## src/rtl/data_memory_arbiter.sv

```systemverilog
// Two-port data-memory arbiter (LSU = port 0, loader DMA = port 1) with bounded ownership lock.
// Optional macro DATA_ARB_ROUND_ROBIN_EN: alternate winners on ties instead of port-0 priority.
module data_memory_arbiter #(
  parameter int unsigned ADDR_WIDTH = 32,
  parameter int unsigned DATA_WIDTH = 64,
  parameter int unsigned MAX_LOCK   = 15
) (
  input  logic                  clk,
  input  logic                  reset_n,
  input  logic                  p0_req,
  input  logic                  p1_req,
  input  logic                  p0_we,
  input  logic                  p1_we,
  input  logic                  p0_lock,
  input  logic                  p1_lock,
  input  logic [2:0]            p0_byte_enable,
  input  logic [2:0]            p1_byte_enable,
  input  logic [ADDR_WIDTH-1:0] p0_address,
  input  logic [ADDR_WIDTH-1:0] p1_address,
  input  logic [DATA_WIDTH-1:0] p0_write_data,
  input  logic [DATA_WIDTH-1:0] p1_write_data,
  output logic                  p0_gnt,
  output logic                  p1_gnt,
  output logic                  p0_rvalid,
  output logic                  p1_rvalid,
  output logic [DATA_WIDTH-1:0] p0_rdata,
  output logic [DATA_WIDTH-1:0] p1_rdata,
  output logic                  mem_read_en,
  output logic                  mem_write_en,
  output logic [2:0]            mem_byte_enable,
  output logic [ADDR_WIDTH-1:0] mem_address,
  output logic [DATA_WIDTH-1:0] mem_write_data,
  input  logic [DATA_WIDTH-1:0] mem_data_fetched
);

  typedef enum logic [1:0] {IDLE, OWN0, OWN1} state_e;

  localparam logic [8:0] MAX_LOCK_W = 9'(MAX_LOCK);

  state_e     state_q, state_d;
  logic [7:0] lock_cnt_q, lock_cnt_d;
  logic       last_winner_q, last_winner_d;
  logic       forced_q, forced_d;
  logic       resp_pending_q, resp_pending_d;
  logic       resp_port_q, resp_port_d;

  logic       gnt0, gnt1, any_gnt, sel_we, sel_lock;
  logic [8:0] next_cnt;

  always_comb begin
    gnt0 = 1'b0;
    gnt1 = 1'b0;
    unique case (state_q)
      IDLE: begin
        if (p0_req && p1_req) begin
`ifdef DATA_ARB_ROUND_ROBIN_EN
          gnt0 = last_winner_q;
          gnt1 = ~last_winner_q;
`else
          // Port 0 normally wins, except right after port 0 was forced off its lock.
          gnt1 = forced_q & ~last_winner_q;
          gnt0 = ~gnt1;
`endif
        end else begin
          gnt0 = p0_req;
          gnt1 = p1_req;
        end
      end
      OWN0:    gnt0 = p0_req;
      OWN1:    gnt1 = p1_req;
      default: ;
    endcase
    if (!reset_n) begin
      gnt0 = 1'b0;
      gnt1 = 1'b0;
    end

    any_gnt  = gnt0 | gnt1;
    sel_we   = gnt1 ? p1_we   : p0_we;
    sel_lock = gnt1 ? p1_lock : p0_lock;

    p0_gnt          = gnt0;
    p1_gnt          = gnt1;
    mem_read_en     = any_gnt & ~sel_we;
    mem_write_en    = any_gnt & sel_we;
    mem_byte_enable = '0;
    mem_address     = '0;
    mem_write_data  = '0;
    if (any_gnt) begin
      mem_byte_enable = gnt1 ? p1_byte_enable : p0_byte_enable;
      mem_address     = gnt1 ? p1_address     : p0_address;
      mem_write_data  = gnt1 ? p1_write_data  : p0_write_data;
    end
  end

  always_comb begin
    state_d        = state_q;
    lock_cnt_d     = lock_cnt_q;
    last_winner_d  = last_winner_q;
    forced_d       = 1'b0;
    resp_pending_d = any_gnt & ~sel_we;
    resp_port_d    = any_gnt ? gnt1 : resp_port_q;
    next_cnt       = (state_q == IDLE) ? 9'd1 : {1'b0, lock_cnt_q} + 9'd1;

    if (any_gnt) begin
      last_winner_d = gnt1;
      if (sel_lock && (next_cnt < MAX_LOCK_W)) begin
        state_d    = gnt1 ? OWN1 : OWN0;
        lock_cnt_d = next_cnt[7:0];
      end else begin
        // Either an unlocked access or the access that exhausts the lock budget.
        state_d    = IDLE;
        lock_cnt_d = '0;
        forced_d   = sel_lock;
      end
    end else begin
      state_d    = IDLE;
      lock_cnt_d = '0;
    end
  end

  always_ff @(posedge clk or negedge reset_n) begin
    if (!reset_n) begin
      state_q        <= IDLE;
      lock_cnt_q     <= '0;
      last_winner_q  <= 1'b1;
      forced_q       <= 1'b0;
      resp_pending_q <= 1'b0;
      resp_port_q    <= 1'b0;
    end else begin
      state_q        <= state_d;
      lock_cnt_q     <= lock_cnt_d;
      last_winner_q  <= last_winner_d;
      forced_q       <= forced_d;
      resp_pending_q <= resp_pending_d;
      resp_port_q    <= resp_port_d;
    end
  end

  always_comb begin
    p0_rvalid = resp_pending_q & ~resp_port_q;
    p1_rvalid = resp_pending_q & resp_port_q;
    p0_rdata  = p0_rvalid ? mem_data_fetched : '0;
    p1_rdata  = p1_rvalid ? mem_data_fetched : '0;
  end

endmodule

```

## config.mk

```make
export PLATFORM = sky130hd
export DESIGN_NAME = data_memory_arbiter
export DESIGN_NICKNAME = d
export VERILOG_FILES = /design/src/rtl/data_memory_arbiter.sv
export SDC_FILE = /design/constraint.sdc
export NUM_CORES = 1
export LEC_CHECK = 0
export BUFFER_PORTS_ARGS = -buffer_cell sky130_fd_sc_hd__buf_2
export CAP_MARGIN = 20
export CORE_AREA = 3 3 193 195
export CTS_BUF_LIST = sky130_fd_sc_hd__clkbuf_16
export DETAILED_ROUTE_END_ITERATION = 6
export DIE_AREA = 0 0 196 198
export PLACE_DENSITY = 0.43
export SETUP_SLACK_MARGIN = 0.15
export SLEW_MARGIN = 40
export SYNTH_ARGS = -nofsm -noshare
export SYNTH_HDL_FRONTEND = slang
export SYNTH_SLANG_ARGS = --single-unit
export TNS_END_PERCENT = 30
```

## constraint.sdc

```tcl
create_clock -name clk -period 4.3 [get_ports clk]
set_clock_uncertainty 0.1 [all_clocks]
set_input_delay 0.86 -clock clk [delete_from_list [all_inputs] [get_ports clk]]
set_output_delay 0.86 -clock clk [all_outputs]
set_load 0.01 [all_outputs]
```

# Word-level counts from Yosys, hierarchy flattened
# Index checks and enable logic that the tools add are counted.
# totals
wordCells	47
memories	0
inputBits	270
rom_bits	0
latch_bits	0
ff_bits	14
mem_bits_rw	0
# op_classes
n_reduce_logical	3
addsub	1
n_mul	0
bitwise	10
mux	24
n_lt_le_gt_ge	1
shift	0
n_eq_ne	2
div_mod_pow	0
# op_table
op	count
two-way mux 64 bit	4
two-way mux 32 bit	2
two-way mux 8 bit	2
adder 8 x 1 -> 9 bit (second input constant)	1
< comparator 9 x 4 -> 1 bit (second input constant)	1
two-way mux 9 bit	1
two-way mux 1 bit	8
two-way mux 2 bit	3
two-way mux 3 bit	2
bitwise AND 1 bit	5
inverter 1 bit	4
one-hot mux 1 bit (2 select lines)	2
== test 2 x 1 -> 1 bit (second input constant)	1
== test 2 bit (second input constant)	1
logical AND 1 bit	2
logical NOT 2 bit	1
OR 1 bit	1

# Longest topological paths before layout
# Gate-level depths: netlist (run 1).
# logic_depth
ltp_word	9
mapped_depth	7

# Worst setup path after synthesis (run 1)
# Ideal clock, no wire load.
# synth_path
kind	input-to-output
from	input port p0_req
to	output port mem_address[0]
path_slack_ns	1.426
n_path_buf	2
t_required_ns	3.340
t_arrival_ns	1.914
stages	6
cell_sequence	inv_1 -> o311ai_4 -> buf_4 -> buf_2 -> nand2_1 -> a21oi_1
# synth_between
elab_chain_len	6
# synth_lines
item	line_no	source
from (decl)	10	input logic p0_req,
logical AND 1 bit	55	if (p0_req && p1_req) begin
two-way mux 1 bit	55	
one-hot mux 1 bit (2 select lines)	53	unique case (state_q)
two-way mux 1 bit	73	if (!reset_n) begin
two-way mux 32 bit / OR 1 bit (equally long branches)	91, 78	
two-way mux 32 bit *	89	if (any_gnt) begin
to (decl)	31	output logic [ADDR_WIDTH-1:0] mem_address,
# Every way passes the cells marked *; elsewhere a longest branch is shown, timed or not.

# Worst setup path in the final report (run 1)
# layout_path
from	input port p0_req
to	output port mem_read_en
# layout_between
elab_chain_len	7
# layout_lines
item	line_no	source
logical AND 1 bit	55	
two-way mux 1 bit	55	
one-hot mux 1 bit (2 select lines)	53	
two-way mux 1 bit	73	
two-way mux 1 bit	79	sel_we = gnt1 ? p1_we : p0_we;
inverter 1 bit	84	mem_read_en = any_gnt & ~sel_we;
bitwise AND 1 bit *	84	
to (decl)	28	output logic mem_read_en,
# Marked as above.

==> PnR_summary.wiki, run 1 <==
{| class="wikitable"
! Metric !! Value
|-
| Result of the run || finished clean
|-
| Critical path launch point type || input pin
|-
| Crit path kind || input pin to primary output
|-
| Cell Area, Synth || between 2000 and 3000 µm²
|-
| Top-Level Pins || 503
|-
| Maximum clock rate || 288 MHz
|-
| Clock transition at the register clock pins on the worst setup and hold paths after CTS || ~0.04 ns
|-
| Starting DRC count in detailed routing || 254
|-
| Distinct cells, synth || 33
|-
| Min setup slack post-route || approximately 0.83 ns
|-
| Port-buffer cells || 502
|-
| Die H || 198 µm
|-
| First-pass GRT wire length || 31800 µm
|-
| Layout-stage area growth over the synthesis result || 104%
|-
| Final number of hold-violating endpoints || 0
|-
| Initial core utilization || 8.41%
|-
| Final hold slack || 0.377 ns
|-
| Proportion of synthesized flip-flops having asynchronous set or reset || 100%
|-
| Buffer depth of the longest clock path || 2
|-
| Flop and latch count out of synthesis || 14
|-
| Worst-path cell chain || buf_2, inv_1, o311ai_4, buf_4, mux2i_1, nor2b_1, buf_2
|-
| Count of synthesis-stage warnings from yosys || 0
|-
| Power, Total || roughly 860 µW
|-
| Area share of the leading cell type in the synthesized netlist || 25.4%
|-
| Die outline area || a little under 40000 µm²
|-
| WL final || between 20000 and 25000 µm
|-
| Ratio of total power to cell area || 141 nW/µm²
|-
| CTS tree || built
|-
| Unrepaired setup endpoints after global routing || false
|-
| Worst-path maximum fanout || 15
|-
| Clock network latency to the later pin of the worst-skew pair || about 0.24 ns
|-
| Cell family with most CP delay || buffers and inverters
|-
| Combined buffer and inverter count along the critical path || 4
|-
| Endpoint arrival time on the critical path || approximately 2.5 ns
|-
| Cell count after synthesis || around 550
|-
| Count of buffers added by post-CTS timing repair for setup || 0
|-
| Count of nets after finishing || roughly 1.3k
|-
| Vias post-DR || 5584
|-
| Count of final setup violators || 0
|-
| Number of buffers added by the clock tree synthesis step || 3
|-
| Average wire per cell in the routed design || 15.7 µm
|-
| Die width || 196 µm
|-
| Final count of pins violating max slew || 0
|-
| Core ar. || 35600 µm²
|-
| Post-Syn Area per Cell || 5.47 µm²
|-
| Vias per inst || 3.79
|-
| Number of hold buffers added after cts || 0
|-
| Placer Congestion || 0.781
|-
| Post-cts sizing count || 0
|-
| All-Layer GR Usage || a little over a tenth
|-
| Root Driver || clkbuf_16
|-
| Critical path data required time || between 3 and 4 ns
|-
| Layout cells sized above 1 || 52.0%
|-
| Count of nets left with antenna violations after detail routing || 0
|-
| Leading post-synthesis cells by cell area || nand2_1 (25%), a21oi_1 (17%), and3_1 (14%)
|-
| # DRC || 0
|-
| Sum of net half-perimeters after detailed placement || 19600 µm
|-
| Slew @ Worst Pin || 0.588 ns
|-
| Rows || about 70
|-
| Dominant synthesized flop cell || dfrtp_1
|-
| Nature of the critical path endpoint || primary output
|-
| Maximum ir drop on the vdd rail || 0.0000727 V
|-
| Summed negative setup slack over all endpoints || 0 ns
|-
| Crit path largest cell delay || 0.40 ns
|-
| Sequential-to-total area share from yosys stat || a little under an eighth
|-
| Top cell type by total area after synthesis || nand2_1
|-
| Remaining global-route overflow || 0
|-
| Static power due to leakage || 3.88 nW
|-
| Largest net degree at the start of global routing || 104
|-
| Slowest stage cell on the critical path || o311ai_4
|-
| Number of max-capacitance violations reported || 0
|-
| Number of antenna violations at the first check in global routing || 1
|-
| Post-route minimum period || around 3.5 ns
|-
| Length of the first detailed-routing pass in iterations || 5
|-
| Post-place setup slack || 0.786 ns
|-
| Via count of the first global-routing pass || roughly 5.3k
|-
| Critical Path Most Common Cell || buf_2
|-
| Hold WC Path Type || flop to flop
|-
| Headroom to the max-slew limit || just over 60%
|-
| Number of enable-type register cells in the synthesized netlist || 0
|-
| Final worst path period share || 80.8%
|-
| Number of H-tree branching levels || 1
|-
| Number of sinks on the clock net || 14
|}
-- metrics by stage --
step / cell area (µm²) / instances / utilization, %
4_1_cts: 6090 / 1473 / 17.1
3_5_place_dp: 6010 / 1469 / 16.9
5_1_grt: 6090 / 1474 / 17.1
6_report: 6090 / 1474 / 17.1
2_1_floorplan: 3000 / 550 / -
3_3_place_gp: 5970 / 1467 / 16.8
-- routing by layer --
| layer | GRT usage [%] | wire [µm] |
|---|---|---|
| met1 | 11.9 | 8610 |
| met2 | 20.7 | 12300 |
| met3 | 1.53 | 1800 |
| met4 | 2.61 | 425 |
| met5 | 0 | 0 |
-- worst min-delay path, cell delays in order, from the launching register on --
cell and delay [ns]:
dfstp_2 0.37, nand2_1 0.05, nand2_1 0.05
-- state kept, by name (all words and copies together), names as in the netlist --
| signal | count |
|---|---|
| state_q | 2 |
| forced_q | 1 |
| resp_pending_q | 1 |
| last_winner_q | 1 |
| resp_port_q | 1 |
| lock_cnt_q | 8 |
-- final timing paths --
check / to / slack, ns / start / depth (start not counted)
hold reg to reg: last_winner_q / 0.38 / last_winner_q / 2
setup / recovery: mem_read_en / 0.83 / p0_req / 7
max in group asynchronous: last_winner_q / 3.32 / reset_n / 2
min in group asynchronous: state_q[0] / 0.52 / reset_n / 2
hold / removal: last_winner_q / 0.38 / last_winner_q / 2
setup reg to reg: lock_cnt_q[3] / 2.03 / last_winner_q / 7
-- area by class of cell --
class	count	area, µm²
Antenna cell	1	2.50
Clock buffer	3	75.1
Clock inverter	1	3.75
Fill cell	4138	29500
Inverter	5	20.0
Multi-Input combinational cell	477	2410
Sequential cell	14	353
Tap cell	461	577
Timing Repair Buffer	512	2650
-- report_power, final --
| group | internal (mW) | switching, mW |
|---|---|---|
| clock network | 0.123 | 0.0523 |
| logic | 0.231 | 0.309 |
| registers | 0.140 | 0.00599 |
| total | 0.494 | 0.367 |
-- cell usage after synthesis, types with 3 or more instances --
cell type  number
a21oi_1       100
and2_1         66
and3_1         68
buf_2          27
clkbuf_1       26
dfrtp_1        13
inv_1           4
nand2_1       202
nand3_1         5
nor2_1          5
nor2b_1         3
nor3_1          3
-- layout by cell type, fill, tap and decap left out, types with 2 or more instances in the layout --
cell / n
and3_1: 68
and2_1: 66
xor2_1: 2
inv_1: 4
nand3_1: 5
dfrtp_1: 12
nor3_1: 3
conb_1: 4
nor2_1: 5
nand2_1: 202
buf_2: 502
nor2b_4: 2
nand4_1: 2
clkbuf_16: 3
a21oi_1: 100
buf_12: 3
buf_4: 5
nor2b_1: 2
mux2i_1: 2
-- kinds of logic (layout without fill, tap and decap cells) --
logic type / Yosys count / after routing / share of synthesized area, %
compound gates: 110 / 110 / 19.8
xor+xnor: 2 / 2 / 0.586
fa+ha+maj: 1 / 1 / 0.418
buf+inv: 59 / 521 / 8.66
flops: 14 / 14 / 11.8
mux: 2 / 2 / 0.669
other cells: 1 / 5 / 0.125
simple gates: 358 / 358 / 57.9
Note: power is estimated with default switching activity, not from simulation.
==> run 2, diff against run 1 <==
- PLACE_DENSITY: 0.43 -> 0.44
- clock period: 4.3 -> 3 ns (I/O delays scaled with it)
==> PnR_summary.wiki, run 2 (synthesis gave the netlist of run 1 again) <==
{| class="wikitable"
! Metric !! Value
|-
| Final count of pins violating max slew || 0 (unchanged)
|-
| Largest net degree at the start of global routing || 66 (-37%)
|-
| Clock transition at the register clock pins on the worst setup and hold paths after CTS || 0.05 ns (about the same)
|-
| Vias post-DR || 5723 (+2.5%)
|-
| Routing usage on met1 || 12.5% (+0.61 points)
|-
| First-pass GRT wire length || 32400 µm (+2.0%)
|-
| Port-buffer cells || 502 (unchanged)
|-
| Root Driver || clkbuf_16
|-
| Hold WC Path Type || input pin to async pin
|-
| Placer Congestion || 0.842 (+7.7%)
|-
| Top-Level Pins || 503 (unchanged)
|-
| Number of buffers added by the clock tree synthesis step || 3 (unchanged)
|-
| Number of sinks on the clock net || 14 (unchanged)
|-
| Final number of hold-violating endpoints || 0 (unchanged)
|-
| Top library cells by usage in the layout, fill and taps aside || buf_2 (502), nand2_1 (202), a21oi_1 (97)
|-
| Min setup slack post-route || 0.209 ns (-0.619 ns)
|-
| Sum of net half-perimeters after detailed placement || 20400 µm (+4.1%)
|-
| Result of the run || finished clean
|-
| Critical path data required time || 2.30 ns (-1.04 ns)
|-
| Layout cells sized above 1 || 52.9% (+0.95 points)
|-
| Count of nets left with antenna violations after detail routing || 0 (unchanged)
|-
| Most common cell after layout, fill and taps aside || buf_2
|-
| Post-place setup slack || 0.193 ns (-0.593 ns)
|-
| Die outline area || 38800 µm² (unchanged)
|-
| Static power due to leakage || 3.97 nW (+2.2%)
|-
| Rows || 69 (unchanged)
|-
| Maximum clock rate || 358 MHz
|-
| Via count of the first global-routing pass || 5400 (+1.6%)
|-
| Nature of the critical path endpoint || primary output
|-
| Length of the first detailed-routing pass in iterations || 5 (unchanged)
|-
| Layout-stage area growth over the synthesis result || 110%
|-
| Die width || 196 µm (unchanged)
|-
| Number of antenna violations at the first check in global routing || 1 (unchanged)
|-
| Flip-flop count of the largest register after layout || 8 (unchanged)
|-
| Slew @ Worst Pin || 0.547 ns (-0.0416 ns)
|-
| Vias per inst || 3.85 (+1.7%)
|-
| Biggest registers after layout || lock_cnt_q: 8 flops, state_q: 2 flops
|-
| Die H || 198 µm (unchanged)
|-
| Clock network latency to the later pin of the worst-skew pair || 0.24 ns (about the same)
|-
| Unrepaired setup endpoints after global routing || true
|-
| WL final || 24600 µm (+6.2%)
|-
| Crit path kind || input pin to primary output
|-
| All-Layer GR Usage || 10.9% (+0.31 points)
|-
| # DRC || 0 (unchanged)
|-
| Summed negative setup slack over all endpoints || 0 ns (unchanged)
|-
| Number of hold buffers added after cts || 0 (unchanged)
|-
| Number of H-tree branching levels || 1 (unchanged)
|-
| Final worst path period share || 93.0%
|-
| Post-route minimum period || 2.79 ns
|-
| Critical path launch point type || input pin
|-
| Count of final setup violators || 0 (unchanged)
|-
| Endpoint arrival time on the critical path || 2.09 ns (-0.42 ns)
|-
| CTS tree || built
|-
| Fill count || 4146 (+0.19%)
|-
| Average wire per cell in the routed design || 16.5 µm (+5.3%)
|-
| Maximum ir drop on the vdd rail || 0.000198 V (+170%)
|-
| Buffer depth of the longest clock path || 2 (unchanged)
|-
| Register name with the most flops || lock_cnt_q
|-
| Final core utilization || 17.6% (+0.49 points)
|-
| Met2 routing resource usage after global routing || 19.8% (-0.88 points)
|-
| Grt peak-use layer || met2
|-
| Core ar. || 35600 µm² (unchanged)
|-
| Count of nets after finishing || 1296 (+0.93%)
|-
| Worst-path maximum fanout || 22 (+7)
|-
| Starting DRC count in detailed routing || 207 (-19%)
|-
| Remaining global-route overflow || 0 (unchanged)
|-
| Ratio of total power to cell area || 202 nW/µm² (+43%)
|-
| Headroom to the max-slew limit || 63.6% (+2.8 points)
|-
| Initial core utilization || 8.41% (unchanged)
|-
| Global-route met3 utilization || 1.75% (+0.22 points)
|-
| Number of max-capacitance violations reported || 0 (unchanged)
|}
-- run 2: changes by cell type in the layout (fill, tap and decap cells not counted), moves of 2 or more --
| cell | delta |
|---|---|
| clkbuf_16 | +3 |
| a21oi_2 | +3 |
| buf_4 | +6 |
| buf_12 | +3 |
| a21oi_1 | -3 |
| buf_6 | +2 |
-- run 2: layer usage --
| layer | vias up | share of wire, % |
|---|---|---|
| met5 | - | 0 |
| met4 | 0 | 4.8 |
| met3 | 34 | 7.8 |
| met2 | 378 | 50 |
| met1 | 2564 | 38 |
| li1 | 2747 | - |
-- run 2: power breakdown --
group	leakage (nW)	switching (mW)	internal, mW
sequential	0.178	0.00955	0.201
clock	0.0385	0.0740	0.176
combinational	3.75	0.455	0.352
total	3.97	0.539	0.729
-- run 2: cell type report --
class	count	area, µm²	share of cell area [%]
clock inverters	1	3.75	0.0599
well taps	461	577	9.20
flip-flops and latches	14	353	5.63
repair buffers	524	2810	44.9
clock buffers	3	75.1	1.20
multi-input cells	477	2420	38.7
diodes	1	2.50	0.0399
inverters	5	21.3	0.339
-- run 2: final timing paths --
check | from | to | slack [ns] | cells past startpoint
min in group clk | last_winner_q | last_winner_q | 0.38 | 2
max in group asynchronous | reset_n | last_winner_q | 2.29 | 2
setup / recovery | p1_req | mem_write_data[17] | 0.21 | 10
hold reg to reg | last_winner_q | last_winner_q | 0.38 | 2
hold / removal | reset_n | state_q[0] | 0.26 | 2
setup reg to reg | last_winner_q | lock_cnt_q[2] | 0.68 | 9
-- run 2: stage by stage --
stage | power, mW | area [µm²] | std cells | hold WS [ns]
4_1_cts | 1.27 | 6150 | 1480 | 0.266
3_5_place_dp | 1.01 | 6070 | 1476 | 0.375
3_3_place_gp | 1.01 | 6070 | 1476 | 0.370
6_report | 1.27 | 6270 | 1486 | 0.262
2_1_floorplan | 0.556 | 3000 | 550 | 0.204
5_1_grt | 1.37 | 6270 | 1486 | 0.277
-- run 2: critical path, stage by stage --
cell	delay [ns]
buf_2	0.08
nor2b_4	0.20
o311ai_4	0.11
buf_4	0.17
buf_6	0.13
inv_4	0.13
buf_12	0.18
nand2_1	0.07
a21oi_1	0.21
buf_2	0.19
-- run 2: what timing repair did --
item | in CTS | in global routing
setup endpoints to repair | 0 | 6
resized for setup | 0 | 10
setup buffers | 0 | 2
